**src/rtl/line_animator_multi.sv**
```systemverilog
// Purpose : animates a fixed-extent line. Each update event erases the line, steps its position and redraws it.
// Latency : first erase pixel 2 cycles after an event seen in HOLD; one pixel per cycle while drawing or erasing.
// Backpress: none. Pixels are emitted unconditionally. Events that arrive while busy collapse into one pending request.
//
// Ports:
//   clk, reset          system clock, asynchronous active-high reset
//   update_event        request for the next animation step (any pulse width)
//   bounce_mode         0 = wrap, 1 = ping-pong; sampled when the step advances
//   x, y                pixel coordinate (hold their value while pixel_valid is low)
//   pixel_color         1 = draw (white), 0 = erase (black); low whenever pixel_valid is low
//   pixel_valid         x/y/pixel_color form a framebuffer write this cycle
//   frame_done          pulses on the last drawn pixel of a line
//   step                current animation position
module line_animator_multi #(
    parameter int COORD_W = 11,
    parameter int STEPS   = 128,
    parameter int DX_LEN  = 10,
    parameter int DY_LEN  = 15,
    parameter int STEP_DX = 1,
    parameter int STEP_DY = 1
) (
    input  logic                     clk,
    input  logic                     reset,
    input  logic                     update_event,
    input  logic                     bounce_mode,
    output logic [COORD_W-1:0]       x,
    output logic [COORD_W-1:0]       y,
    output logic                     pixel_color,
    output logic                     pixel_valid,
    output logic                     frame_done,
    output logic [$clog2(STEPS)-1:0] step
);

    localparam int SW    = $clog2(STEPS);
    // The error term needs two bits beyond the coordinate width to hold +/- extents.
    // The doubled error term (e2) needs one more bit on top of that.
    localparam int EW    = COORD_W + 2;
    localparam int N_PIX = ((DX_LEN > DY_LEN) ? DX_LEN : DY_LEN) + 1;

    localparam logic [COORD_W-1:0]   LAST_IDX  = COORD_W'(N_PIX - 1);
    localparam logic [COORD_W-1:0]   CNT_ONE   = COORD_W'(1);
    localparam logic [COORD_W-1:0]   SDX       = COORD_W'(STEP_DX);
    localparam logic [COORD_W-1:0]   SDY       = COORD_W'(STEP_DY);
    localparam logic signed [EW:0]   DX_E      = (EW + 1)'(DX_LEN);
    localparam logic signed [EW:0]   DY_E      = (EW + 1)'(DY_LEN);
    localparam logic signed [EW-1:0] ERR0      = EW'(DX_LEN - DY_LEN);
    localparam logic [SW-1:0]        STEP_MAX  = SW'(STEPS - 1);
    localparam logic [SW-1:0]        STEP_ONE  = SW'(1);

    // Every endpoint reached by the animation must fit in COORD_W bits.
    localparam longint X_SPAN = longint'(STEPS - 1) * longint'(STEP_DX) + longint'(DX_LEN);
    localparam longint Y_SPAN = longint'(STEPS - 1) * longint'(STEP_DY) + longint'(DY_LEN);
    localparam longint C_LIM  = longint'(1) << COORD_W;

    if (STEPS < 2) begin : g_bad_steps
        $error("line_animator_multi: STEPS must be at least 2");
    end
    if (DX_LEN < 0 || DY_LEN < 0) begin : g_bad_len
        $error("line_animator_multi: DX_LEN and DY_LEN must be non-negative");
    end
    if (X_SPAN >= C_LIM) begin : g_bad_xspan
        $error("line_animator_multi: x range exceeds COORD_W");
    end
    if (Y_SPAN >= C_LIM) begin : g_bad_yspan
        $error("line_animator_multi: y range exceeds COORD_W");
    end

    typedef enum logic [2:0] {
        LOAD_D  = 3'd0,
        DRAW    = 3'd1,
        HOLD    = 3'd2,
        LOAD_E  = 3'd3,
        ERASE   = 3'd4,
        ADVANCE = 3'd5
    } state_t;

    state_t                 state;
    state_t                 state_nx;
    logic [COORD_W-1:0]     pix_cnt;
    logic signed [EW-1:0]   err;
    logic signed [EW:0]     err_w;
    logic signed [EW:0]     e2;
    logic signed [EW:0]     err_nx_w;
    logic                   x_inc;
    logic                   y_inc;
    logic                   last_pix;
    logic                   dir_up;
    logic                   pending;
    logic [COORD_W-1:0]     x0;
    logic [COORD_W-1:0]     y0;

    // Start point of the line at the current animation position.
    assign x0       = COORD_W'(step) * SDX;
    assign y0       = COORD_W'(step) * SDY;
    assign last_pix = (pix_cnt == LAST_IDX);

    // One Bresenham step. Both decisions use the same e2.
    always_comb begin
        err_w    = {err[EW-1], err};
        e2       = err_w <<< 1;
        x_inc    = (e2 > -DY_E);
        y_inc    = (e2 < DX_E);
        err_nx_w = err_w;
        if (x_inc) begin
            err_nx_w = err_nx_w - DY_E;
        end
        if (y_inc) begin
            err_nx_w = err_nx_w + DX_E;
        end
    end

    always_ff @(posedge clk or posedge reset) begin
        if (reset) begin
            state <= LOAD_D;
        end else begin
            state <= state_nx;
        end
    end

    // Next-state and pixel strobes. pixel_valid, pixel_color and frame_done
    // are decoded from the state, so reset forces them low immediately.
    always_comb begin
        state_nx    = state;
        pixel_valid = 1'b0;
        pixel_color = 1'b0;
        frame_done  = 1'b0;
        unique case (state)
            LOAD_D: begin
                state_nx = DRAW;
            end
            DRAW: begin
                pixel_valid = 1'b1;
                pixel_color = 1'b1;
                if (last_pix) begin
                    frame_done = 1'b1;
                    state_nx   = HOLD;
                end
            end
            HOLD: begin
                if (pending || update_event) begin
                    state_nx = LOAD_E;
                end
            end
            LOAD_E: begin
                state_nx = ERASE;
            end
            ERASE: begin
                pixel_valid = 1'b1;
                if (last_pix) begin
                    state_nx = ADVANCE;
                end
            end
            ADVANCE: begin
                state_nx = LOAD_D;
            end
            default: begin
                state_nx = LOAD_D;
            end
        endcase
    end

    // Engine, position and pending-event state.
    // x/y are loaded during LOAD_D/LOAD_E. They therefore change only on the
    // edge that enters DRAW/ERASE and hold during every non-pixel cycle.
    always_ff @(posedge clk or posedge reset) begin
        if (reset) begin
            x       <= '0;
            y       <= '0;
            err     <= '0;
            pix_cnt <= '0;
            step    <= '0;
            dir_up  <= 1'b1;
            pending <= 1'b0;
        end else begin
            // An event in the LOAD_E cycle re-arms pending rather than being lost.
            if (state == LOAD_E) begin
                pending <= update_event;
            end else if (state != HOLD && update_event) begin
                pending <= 1'b1;
            end

            unique case (state)
                LOAD_D, LOAD_E: begin
                    x       <= x0;
                    y       <= y0;
                    err     <= ERR0;
                    pix_cnt <= '0;
                end
                DRAW, ERASE: begin
                    if (!last_pix) begin
                        x       <= x + COORD_W'(x_inc);
                        y       <= y + COORD_W'(y_inc);
                        err     <= err_nx_w[EW-1:0];
                        pix_cnt <= pix_cnt + CNT_ONE;
                    end
                end
                ADVANCE: begin
                    if (!bounce_mode) begin
                        dir_up <= 1'b1;
                        step   <= (step == STEP_MAX) ? '0 : step + STEP_ONE;
                    end else if (dir_up) begin
                        if (step == STEP_MAX) begin
                            dir_up <= 1'b0;
                            step   <= STEP_MAX - STEP_ONE;
                        end else begin
                            step <= step + STEP_ONE;
                        end
                    end else begin
                        if (step == '0) begin
                            dir_up <= 1'b1;
                            step   <= STEP_ONE;
                        end else begin
                            step <= step - STEP_ONE;
                        end
                    end
                end
                default: begin
                end
            endcase
        end
    end

endmodule

```
**config.mk**
```make
export PLATFORM = sky130hd
export DESIGN_NAME = line_animator_multi
export DESIGN_NICKNAME = d
export VERILOG_FILES = /design/src/rtl/line_animator_multi.sv
export SDC_FILE = /design/constraint.sdc
export NUM_CORES = 1
export LEC_CHECK = 0
export BUFFER_PORTS_ARGS = -buffer_cell sky130_fd_sc_hd__buf_4
export CORE_AREA = 4 4 93 95
export DETAILED_ROUTE_END_ITERATION = 16
export DIE_AREA = 0 0 97 99
export HOLD_SLACK_MARGIN = 0.02
export PLACE_DENSITY = 0.77
export SLEW_MARGIN = 25
export SYNTH_ARGS = -nofsm -noshare
export SYNTH_HDL_FRONTEND = slang
export SYNTH_SLANG_ARGS = --single-unit
```
**constraint.sdc**
```tcl
create_clock -name clk -period 7.8 [get_ports clk]
set_input_delay 1.56 -clock clk [delete_from_list [all_inputs] [get_ports clk]]
set_output_delay 1.56 -clock clk [all_outputs]
set_load 0.005 [all_outputs]
```
==> results of run 1 <==
registers in the layout, summed over array words and instances (netlist names):
| signal | flops |
|---|---|
| x | 11 |
| y | 11 |
| dir_up | 1 |
| state | 3 |
| pix_cnt | 11 |
| step | 7 |
| pending | 1 |
| err | 13 |
final cells by class:
type                            instances  area [µm²]  area share
Sequential cell                        58        1453      0.3378
Tap cell                              102       127.6     0.02968
Clock inverter                          7       93.84     0.02182
Multi-Input combinational cell        343        2142      0.4981
Timing Repair Buffer                   40       300.3     0.06983
Inverter                               16       60.06     0.01397
Clock buffer                            9       123.9     0.02880
cell usage after synthesis (11+ instances only):
library cell / count / area (µm²)
nor2_1: 58 / 217.7
dfrtp_1: 57 / 1426
nand2_1: 39 / 146.4
a21oi_1: 30 / 150.1
o21ai_0: 22 / 110.1
xor2_1: 18 / 157.7
and3_1: 17 / 106.4
clkbuf_1: 15 / 56.30
inv_1: 15 / 56.30
nand3_1: 15 / 75.07
nor3_1: 15 / 75.07
nand4_1: 12 / 75.07
a31oi_1: 11 / 68.82
metal layers:
layer  up-vias  wire, µm  track usage
li1       1637         -            -
met1      1623      4270       0.2678
met2        86      4169       0.2919
met3        14       373      0.03255
met4         0       155      0.08423
met5         -         0            0
worst min-delay path, cell delays in order, from the launching register on:
cell and delay, ns:
dfrtp_1 0.35, a21oi_1 0.04, nor2_1 0.10
worst max-delay path by stage:
stage,endpoint,slack (ns),depth (start not counted)
finish,frame_done,4.19,4
global placement,frame_done,4.61,4
floorplan,frame_done,4.79,3
global route,frame_done,4.07,4
detailed placement,frame_done,4.59,4
CTS,frame_done,4.20,4
kinds of logic after synthesis:
group	Yosys count	share of synthesized area
fa+ha+maj	9	0.02969
flops	58	0.3830
buf+inv	40	0.05476
compound gates	111	0.2049
simple gates	192	0.2544
xor+xnor	26	0.06005
mux	5	0.01320
power groups by stage:
stage	logic, mW	clock network [mW]	registers, mW
floorplan	0.788	0	0.532
global placement	0.944	0	0.613
detailed placement	0.974	0	0.620
CTS	0.982	0.315	0.616
global route	1.10	0.331	0.646
finish	0.980	0.311	0.620
==> results.yml, run 1 <==
floorplan:
  ios: 36
  rows: 32
  die-area_um2: 9603
  start_util: 0.4908
  die_w_um: 97
  core-area_um2: 7727
  die_h_um: 99
hold_path:
  hold_path_depth: 2
  hp-start: "pending"
  holdPathEnd: "pending"
  hold_path.class: "reg2reg"
layout:
  final_cell_area_um2: 4300
  drive_gt1_frac: 0.1755
  final_cell_mix: "58 x nor2_1, 57 x dfrtp_1, 40 x buf_4"
  diodes: 0
  area_delta_synth_final_pct: 13.39
  layout.nets: 481
  fill_cells: 707
  finalNonFillerCells: 575
  post-route-util: 0.5565
  final_common_cell: "nor2_1"
timing:
  fmax_mhz: 277.2
  tightest_slew_ns: 0.9518
  rsz0062_at_grt: "false"
  relSlewSlack: 0.3639
  fin_crit_ns: 3.608
  hold_viol: 0
  whs_ns: 0.5295
  fin_skew_ns: 0.01602
  setup_viol: 0
  post-route-period-util: 0.4625
  finalSetupTns_ns: 0
  drv_slew: 0
  setup_ws_ns: 4.192
power:
  seqPwrFrac: 0.325
  p_sw_mw: 0.8600
  p_int_mw: 1.052
  p_leak_nw: 1.918
  power_mw: 1.912
  p_clk_frac: 0.163
  pwr-share-comb: 0.513
  powerDensity_nw_per_um2: 444.5
  swShare: 0.4499
  irDropWorstVdd_uv: 254.0
grt:
  track_usage: 0.1915
  grt-ovfl-total: 0
  grt_antenna_before_repair: 0
  grt_pass1_wl_um: 15260
  grt_max_degree: 59
  first_global_vias: 3231
placement:
  gp_congestion: 0.8443
  dp_cells: 559
  postPlaceCellArea_um2: 4078
  dpl.hpwl_um: 6226
  port_buffers: 35
  dp_slack_ns: 4.586
synthesis:
  seq_area_frac_synth: 0.3830
  async_reset_ff_frac: 1.000
  syn-cell-area_um2: 3792
  yosys_warnings: 0
  synth_cell_type_count: 66
  synthCells: 441
  syn_avg_cell_area_um2: 8.600
  syn_nets: 454
  synth-seq-cells: 58
  synth_edf_count: 0
  synthFlopType: "dfrtp_1"
worst_setup_path:
  timing.rr.start: "err[12]"
  reg2regPathDepth: 11
  critical_path.cell_chain: "or4_1 -> nor4_4 -> and2_1 -> buf_4"
  startpoint: "pix_cnt[9]"
  cp_data_required_time_ns: 6.24
  crit_buf_inv: 1
  r2r_slack_ns: 4.66
  path_class: "reg2out"
  critPathMaxStageDelay_ns: 0.57
  arrival_ns: 2.05
  path_delay_family: "simple AND/OR/NAND/NOR gates"
  end_kind: "output pin"
  slowest_stage: "or4_1"
  cp_max_fo: 8
  r2r-end: "err[9]"
  setup.worst_path.start_class: "flop"
detailed_routing:
  postRouteAntennaNets: 0
  wl_per_cell_um: 15.60
  drc_errors: 0
  drt-total-wl_um: 8969
  drt_pass1_iterations: 5
  routed_via_density: 5.843
  initialDrtViolationCount: 183
  vias: 3360
clocking:
  post-cts-setup-buffers: 0
  path_clk_slew_ns: 0.07
  clock_path_buffers: 2
  cts_buffers: 9
  ctsResizeCount: 0
  cts_root_buffer: "clkbuf_8"
  cts_tree: "yes"
  htreeDepth: 3
  clkLatencyLatePin_ns: 0.34
  cts.sinks: 58
  cts_hold_buffers: 0
status:
  status: "finished, final reports clean"
run:
  drv_cap: 0
Note: power is estimated with default switching activity, not from simulation.
==> run 2, diff against run 1 <==
--- a/config.mk
+++ b/config.mk
@@ -10,7 +10,7 @@
 export DETAILED_ROUTE_END_ITERATION = 16
 export DIE_AREA = 0 0 97 99
 export HOLD_SLACK_MARGIN = 0.02
-export PLACE_DENSITY = 0.77
+export PLACE_DENSITY = 0.8
 export SLEW_MARGIN = 25
 export SYNTH_ARGS = -nofsm -noshare
 export SYNTH_HDL_FRONTEND = slang
==> constraint.sdc (replaced) <==
create_clock -name clk -period 3.1 [get_ports clk]
set_input_delay 0.62 -clock clk [delete_from_list [all_inputs] [get_ports clk]]
set_output_delay 0.62 -clock clk [all_outputs]
set_load 0.005 [all_outputs]
==> results.yml, run 2 (same netlist as run 1, synthesis figures left out) <==
run:
  drv_cap: 0
layout:
  top_register: "err"
  layout.nets: 491
  drive_gt1_frac: 0.1946
  final_common_cell: "nor2_1"
  final_cell_mix: "58 x nor2_1, 55 x dfrtp_1, 50 x buf_4"
  area_delta_synth_final_pct: 15.77
  finalNonFillerCells: 585
  largest_reg_flops: 13
  post-route-util: 0.5682
  final_cell_area_um2: 4390
  diodes: 0
detailed_routing:
  drt-total-wl_um: 9152
  postRouteAntennaNets: 0
  routed_via_density: 5.819
  drt_pass1_iterations: 5
  vias: 3404
  wl_per_cell_um: 15.64
  initialDrtViolationCount: 218
  drc_errors: 0
placement:
  postPlaceCellArea_um2: 4153
  port_buffers: 35
  dp_cells: 569
  gp_congestion: 0.8302
  dp_slack_ns: 0.2428
  dpl.hpwl_um: 6369
timing:
  finalSetupTns_ns: 0
  drv_slew: 0
  setup_viol: 0
  fin_crit_ns: 2.866
  fmax_mhz: 348.9
  relSlewSlack: 0.4972
  whs_ns: 0.4865
  post-route-period-util: 0.9246
  fin_skew_ns: 0.01361
  rsz0062_at_grt: "false"
  hold_viol: 0
  setup_ws_ns: 0.2337
  tightest_slew_ns: 0.7542
grt:
  grt_antenna_before_repair: 0
  track_usage: 0.1987
  grt-ovfl-total: 0
  grt_pass1_wl_um: 15890
  first_global_vias: 3286
  grt_max_degree: 59
power:
  p_sw_mw: 2.197
  p_leak_nw: 1.976
  pwr-share-comb: 0.529
  seqPwrFrac: 0.307
  irDropWorstVdd_uv: 563.3
  p_int_mw: 2.721
  swShare: 0.4468
  powerDensity_nw_per_um2: 1120
  power_mw: 4.918
  p_clk_frac: 0.164
worst_setup_path:
  path_delay_family: "simple AND/OR/NAND/NOR gates"
  path_class: "reg2reg"
  end_kind: "flop"
  timing.rr.start: "err[11]"
  cp_data_required_time_ns: 3.38
  cp_num_cells: 11
  critPathMaxStageDelay_ns: 0.48
  r2r-end: "err[9]"
  slowest_stage: "dfrtp_1"
  startpoint: "err[11]"
  arrival_ns: 3.15
  crit_buf_inv: 1
  reg2regPathDepth: 11
  r2r_slack_ns: 0.23
  setup.worst_path.start_class: "flop"
  critical_path.cell_chain: "nand4_1 -> or3_1 -> and3_1 -> or2_2 -> ha_1 -> inv_1 -> a311oi_4 -> a2111oi_2 -> a21oi_1 -> a211o_1 -> nand2_1"
  cp-endpoint: "err[9]"
  cp_max_fo: 5
clocking:
  path_clk_slew_ns: 0.08
  cts_tree: "yes"
  cts_buffers: 9
  cts_root_buffer: "clkbuf_8"
  clock_path_buffers: 2
  cts.sinks: 58
  htreeDepth: 3
  clkLatencyLatePin_ns: 0.35
  post-cts-setup-buffers: 0
  cts_hold_buffers: 0
floorplan:
  die_w_um: 97
  rows: 32
  die_h_um: 99
  ios: 36
  start_util: 0.4908
  core-area_um2: 7727
  die-area_um2: 9603
hold_path:
  hold_path.class: "in2async"
status:
  status: "finished, final reports clean"
run 2: worst min path at each step:
stage               slack [ns]  depth (start not counted)     endpoint
global placement          0.50                          2      pending
detailed placement        0.51                          2      pending
CTS                       0.52                          3         x[8]
finish                    0.49                          3         x[8]
floorplan                 0.48                          2      pending
global route              0.57                          3  pix_cnt[10]
run 2: power by group through the flow:
stage               sequential [mW]  clock, mW  combinational [mW]
finish                         1.51      0.804                2.60
global placement               1.48          0                2.51
CTS                            1.49      0.813                2.60
floorplan                      1.34          0                1.98
detailed placement             1.50          0                2.59
global route                   1.57      0.847                2.95
run 2: worst register-to-register path, delay by kind of cell (launching register included):
| kind | cells | cell delay [ns] |
|---|---|---|
| AO/OA/AOI/OAI | 4 | 0.87 |
| adder cells (fa/ha/maj) | 1 | 0.20 |
| buffers and inverters | 1 | 0.09 |
| flip-flops | 1 | 0.48 |
| AND/OR/NAND/NOR | 5 | 1.17 |
run 2: final cells by class:
class                           count  area (µm²)
Inverter                           16       60.06
Timing Repair Buffer               50       375.4
Fill cell                         686        3337
Clock buffer                        9       123.9
Sequential cell                    58        1455
Multi-Input combinational cell    343        2146
Tap cell                          102       127.6
Clock inverter                      7       102.6
run 2: layer usage:
layer | up-vias | part of all wire | global-route usage
met2 | 69 | 0.48 | 0.3291
met5 | - | 0 | 0
met3 | 12 | 0.040 | 0.03468
met4 | 0 | 0.011 | 0.05832
li1 | 1661 | - | -
met1 | 1662 | 0.47 | 0.2677
run 2: repair_timing:
action / 4_1_cts / 5_1_grt
endpoints found under the setup margin: 0 / 5
gates resized for setup: 0 / 3
endpoints found under the hold margin: 0 / 0
